$ cat src/rtl/pipe_skid_stage.sv
// rtl/pipe_skid_stage.sv - Inter-stage pipeline register with valid/ready handshake and two-entry skid buffer
`timescale 1ns/1ps

module pipe_skid_stage #(
    parameter int unsigned       DATA_W     = 64,
    parameter logic [DATA_W-1:0] RESET_DATA = '0,
    parameter int unsigned       CNT_W      = 16
) (
    input  logic              clk,
    input  logic              reset,
    input  logic              in_valid,
    output logic              in_ready,
    input  logic [DATA_W-1:0] in_data,
    output logic              out_valid,
    input  logic              out_ready,
    output logic [DATA_W-1:0] out_data,
    input  logic              flush,
    output logic [1:0]        count,
    output logic [CNT_W-1:0]  stall_cycles,
    input  logic              clr_stats
);

    // Occupancy states: main entry drives the outputs, skid entry absorbs one
    // extra bundle while in_ready (registered) catches up with back-pressure.
    typedef enum logic [1:0] {
        ST_EMPTY = 2'd0,
        ST_ONE   = 2'd1,
        ST_FULL  = 2'd2
    } state_t;

    state_t            state_q, state_d;
    logic [DATA_W-1:0] main_q, main_d;
    logic [DATA_W-1:0] skid_q, skid_d;
    logic              in_ready_q, in_ready_d;
    logic              out_valid_q, out_valid_d;
    logic [1:0]        count_q, count_d;
    logic [CNT_W-1:0]  stall_q, stall_d;

    logic accept;
    logic drain;
    logic stall_now;
    logic stall_sat;

    // Handshake qualifiers are built only from registered outputs, so there is
    // no combinational path from out_ready to in_ready.
    assign accept    = in_valid & in_ready_q;
    assign drain     = out_valid_q & out_ready;
    assign stall_now = out_valid_q & ~out_ready;
    assign stall_sat = &stall_q;

    // Next occupancy state and entry contents; flush overrides every transition.
    always_comb begin
        state_d = state_q;
        main_d  = main_q;
        skid_d  = skid_q;
        if (flush) begin
            state_d = ST_EMPTY;
            main_d  = RESET_DATA;
            skid_d  = RESET_DATA;
        end else begin
            case (state_q)
                ST_EMPTY: begin
                    if (accept) begin
                        state_d = ST_ONE;
                        main_d  = in_data;
                    end
                end
                ST_ONE: begin
                    if (accept && drain) begin
                        main_d = in_data;
                    end else if (accept) begin
                        state_d = ST_FULL;
                        skid_d  = in_data;
                    end else if (drain) begin
                        state_d = ST_EMPTY;
                        main_d  = RESET_DATA;
                    end
                end
                ST_FULL: begin
                    if (drain) begin
                        state_d = ST_ONE;
                        main_d  = skid_q;
                        skid_d  = RESET_DATA;
                    end
                end
                default: begin
                    state_d = ST_EMPTY;
                    main_d  = RESET_DATA;
                    skid_d  = RESET_DATA;
                end
            endcase
        end
    end

    // Registered outputs are derived from the next state so they line up with it.
    always_comb begin
        out_valid_d = (state_d != ST_EMPTY);
        in_ready_d  = (state_d != ST_FULL);
        case (state_d)
            ST_ONE:  count_d = 2'd1;
            ST_FULL: count_d = 2'd2;
            default: count_d = 2'd0;
        endcase
    end

    // Saturating stall counter; clear beats increment, flush leaves it alone.
    always_comb begin
        stall_d = stall_q;
        if (clr_stats) begin
            stall_d = '0;
        end else if (stall_now && !stall_sat) begin
            stall_d = stall_q + CNT_W'(1);
        end
    end

    // State and output registers, asynchronously forced to the bubble on reset.
    always_ff @(posedge clk or negedge reset) begin
        if (!reset) begin
            state_q     <= ST_EMPTY;
            main_q      <= RESET_DATA;
            skid_q      <= RESET_DATA;
            in_ready_q  <= 1'b1;
            out_valid_q <= 1'b0;
            count_q     <= 2'd0;
            stall_q     <= '0;
        end else begin
            state_q     <= state_d;
            main_q      <= main_d;
            skid_q      <= skid_d;
            in_ready_q  <= in_ready_d;
            out_valid_q <= out_valid_d;
            count_q     <= count_d;
            stall_q     <= stall_d;
        end
    end

    assign in_ready     = in_ready_q;
    assign out_valid    = out_valid_q;
    assign out_data     = main_q;
    assign count        = count_q;
    assign stall_cycles = stall_q;

endmodule

$ cat config.mk
export PLATFORM = sky130hd
export DESIGN_NAME = pipe_skid_stage
export DESIGN_NICKNAME = d
export VERILOG_FILES = /design/src/rtl/pipe_skid_stage.sv
export SDC_FILE = /design/constraint.sdc
export NUM_CORES = 1
export LEC_CHECK = 0
export ABC_AREA = 1
export CORE_ASPECT_RATIO = 1.1
export CORE_MARGIN = 1
export CORE_UTILIZATION = 25
export DETAILED_ROUTE_END_ITERATION = 8
export PLACE_DENSITY = 0.43
export REMOVE_ABC_BUFFERS = 1
export SLEW_MARGIN = 20
export SYNTH_ARGS = -nofsm -noshare
export SYNTH_HDL_FRONTEND = slang
export SYNTH_SLANG_ARGS = --single-unit
$ cat constraint.sdc
create_clock -name clk -period 1.77 [get_ports clk]
set_input_delay 0.354 -clock clk [delete_from_list [all_inputs] [get_ports clk]]
set_output_delay 0.354 -clock clk [all_outputs]
set_load 0.005 [all_outputs]
==> results of run 1 <==
[metal layers]
metal | part of all wire [%] | wire [um]
met4 | 1.0 | 246
met2 | 49 | 11700
met5 | 0 | 0
met3 | 4.7 | 1130
met1 | 45 | 10900
[kinds of logic after synthesis]
kind of cell | after synthesis
AND/OR/NAND/NOR | 652
adder cells (fa/ha/maj) | 1
buffers and inverters | 88
XOR/XNOR | 5
flip-flops | 150
AO/OA/AOI/OAI | 107
[metrics by stage]
step           setup slack, ns  utilization, %  instances  hold WS, ns  setup TNS, ns
6_report                0.0732            35.7       1574        0.462              0
4_1_cts                0.00633            35.6       1572        0.463              0
3_5_place_dp            -0.268            33.5       1533        0.356         -25.26
3_3_place_gp            -0.251            33.5       1533        0.358         -25.82
5_1_grt               -0.00155            35.7       1574        0.478       -0.00216
2_1_floorplan            -2.63               -        936       0.0584        -329.70
[cell usage in the layout, fill, tap and decap left out, types with 3 or more instances in the layout]
cell type        netlist  layout
buf_12                 0      16
inv_2                  2       3
o21ai_0               74      74
o21bai_1               3       3
inv_1                 19      18
nand3_1              139     139
clkbuf_16              0      17
buf_6                  7       5
nor2_1                34      33
xor2_1                 5       5
clkinv_4               0       3
inv_6                  0       5
dlygate4sd2_1          0      17
buf_4                  9      57
nand4_1               13      13
nand2_1              457     455
o21ai_1               27      27
clkinvlp_4             0       4
nor2_4                 4       6
dfrtp_1              149     148
clkdlybuf4s50_1        0     135
[flip-flops by register name, summed over array words and instances, names as in the netlist]
register	count
count	2
in_ready	1
out_data	64
out_valid	1
skid_q	64
stall_cycles	16
state_q	2
[power breakdown]
| part | internal, W | switching, W |
|---|---|---|
| Sequential | 0.00374 | 0.000183 |
| Combinational | 0.000960 | 0.00109 |
| Clock | 0.00201 | 0.00160 |
| Total | 0.00671 | 0.00288 |
[what timing repair did]
item,in CTS,in global routing
endpoints found under the hold margin,38,0
gates resized for setup,20,4
endpoints found under the setup margin,17,102
pin swaps,0,2
hold buffers,1,0
buffers inserted,6,2
[how the worst min path moves through the flow]
stage	to	startpoint	depth (start not counted)
after floorplan	count[0]	reset	0
after global placement	stall_cycles[5]	reset	1
after detailed placement	stall_cycles[9]	reset	1
after CTS	stall_cycles[0]	reset	2
after global routing	stall_cycles[0]	reset	2
final	stall_cycles[0]	reset	2
[area by class of cell]
cell class	count	area [um2]
Multi-Input combinational cell	765	3330
Clock buffer	18	439
Sequential cell	150	3760
Tap cell	374	468
Clock inverter	14	141
Fill cell	3144	19000
Timing Repair Buffer	232	2340
Inverter	21	78.8
==> metrics, run 1 <==
status complete, no violations; pwr dens 908 nW/um2; half-perimeter wire length after placement 15500 um; row count 66; GRT Total Usage 16.3%; Pwr Total 0.00958 W; crit path DAT 1.34 ns; Post-Synth Simple-Gate Area 35.9%; clock sink count 150; R2R Path End stall_cycles[2]; grt total ovfl 0; CTS H-tree depth 4; initial antenna violation count 0; Residual DRC 0; synth warn 0; NumNets Final 1258; vias in the first global route 7214; Final Slew Violations 0; largest family of logic cells by synthesized area simple AND/OR/NAND/NOR gates; Max Clock Skew 0.00916 ns; worst setup path endpoint out_data[3]; met2 usage 28.2%; R2R cell count 11; max-cap violations 0; top-count cell post-synth nand2_1; Routed Antenna Nets 0; peak per-stage delay on the critical path 0.53 ns; Syn Area/Cell 7.49 um2; synthesized instance count 1003; antenna diode count 0; cell depth of the worst setup path 1; Final Cell Area 10600 um2; Clock Latency Late Sink 0.42 ns; compound-cell area share of the yosys netlist 7.30%; CP startpoint kind flop; Post-synth EDFFs 0; wire per inst 15.2 um; r2r startpoint stall_cycles[0]; r2r setup slk 0.12 ns; vias per cell 4.54; Top-Level Pins 154; GRT met3 Usage 3.75%; Detailed Route WL 24000 um; CTS tree yes; Num CTS Buffers 17; area fraction of the dominant cell type after synthesis 49.7%; ys flop type dfrtp_1; DIE AREA 30700 um2; CP Class reg -> out; share of cells above drive strength 1 10.6%; Synth-to-Final Area Change 40.6%; XOR/XNOR Fraction of Synth Area 0.583%; Max clock buf depth 2; crit path buf inv count 1; final setup vio count 0; IO buf count 153; GR Layer Usage met1 20.4%; Seq/Total Area, Yosys 50.0%; detailed router's first-iteration violation count 346; root buf cell clkbuf_16; mapped cell area 7510 um2; HP Class in -> async; fmax 0.589 GHz; GP Congestion 0.755; critical path required time 1.42 ns; CP max stage cell clkdlybuf4s50_1; fin crit period 1.70 ns; Static Leak 4.95 nW; CP max FO 2; Setup crit start out_data[3]; first drt pass iteration count 5; first-pass GRT wire length 39300 um; period utilisation layout 95.9%; CORE AREA 29600 um2; Yosys top cell by area dfrtp_1; Chip Height 184 um; flops & latches, synth 150; pin count of the biggest net entering global routing 69; die width 167 um; clk slew on worst S/H paths 0.07 ns; placed cell areas 9890 um2; post-synthesis adder-cell area fraction 0.167%; Initial Util 25.4%; Rel. slew slack 64.3%; CP Cell Sequence clkdlybuf4s50_1; VDD IR max 0.000510 V; Post-synth top cells nand2_1 (457), dfrtp_1 (149), nand3_1 (139), o21ai_0 (74), nor2_1 (34); post-synthesis mux area share 0%; grt peak-use layer met2; worst slew pin tran 0.536 ns; final hold viol count 0; async set-reset flop share out of synthesis 100%; Top delay family on crit path buffers and inverters; DR vias 7139; Crit. End Element output pin; largest cells by area after synthesis dfrtp_1 (50%), nand2_1 (23%), nand3_1 (9.3%); synth unique cells 27
Power figures use the tool's default switching activity.
==> run 2, diff against run 1 <==
--- a/config.mk
+++ b/config.mk
@@ -10,6 +10,7 @@
 export CORE_MARGIN = 1
 export CORE_UTILIZATION = 25
 export DETAILED_ROUTE_END_ITERATION = 8
+export GPL_ROUTABILITY_DRIVEN = 0
 export PLACE_DENSITY = 0.43
 export REMOVE_ABC_BUFFERS = 1
 export SLEW_MARGIN = 20
==> results of run 2 <==
The final DEF is identical to that of run 1; final timing and power are the same.
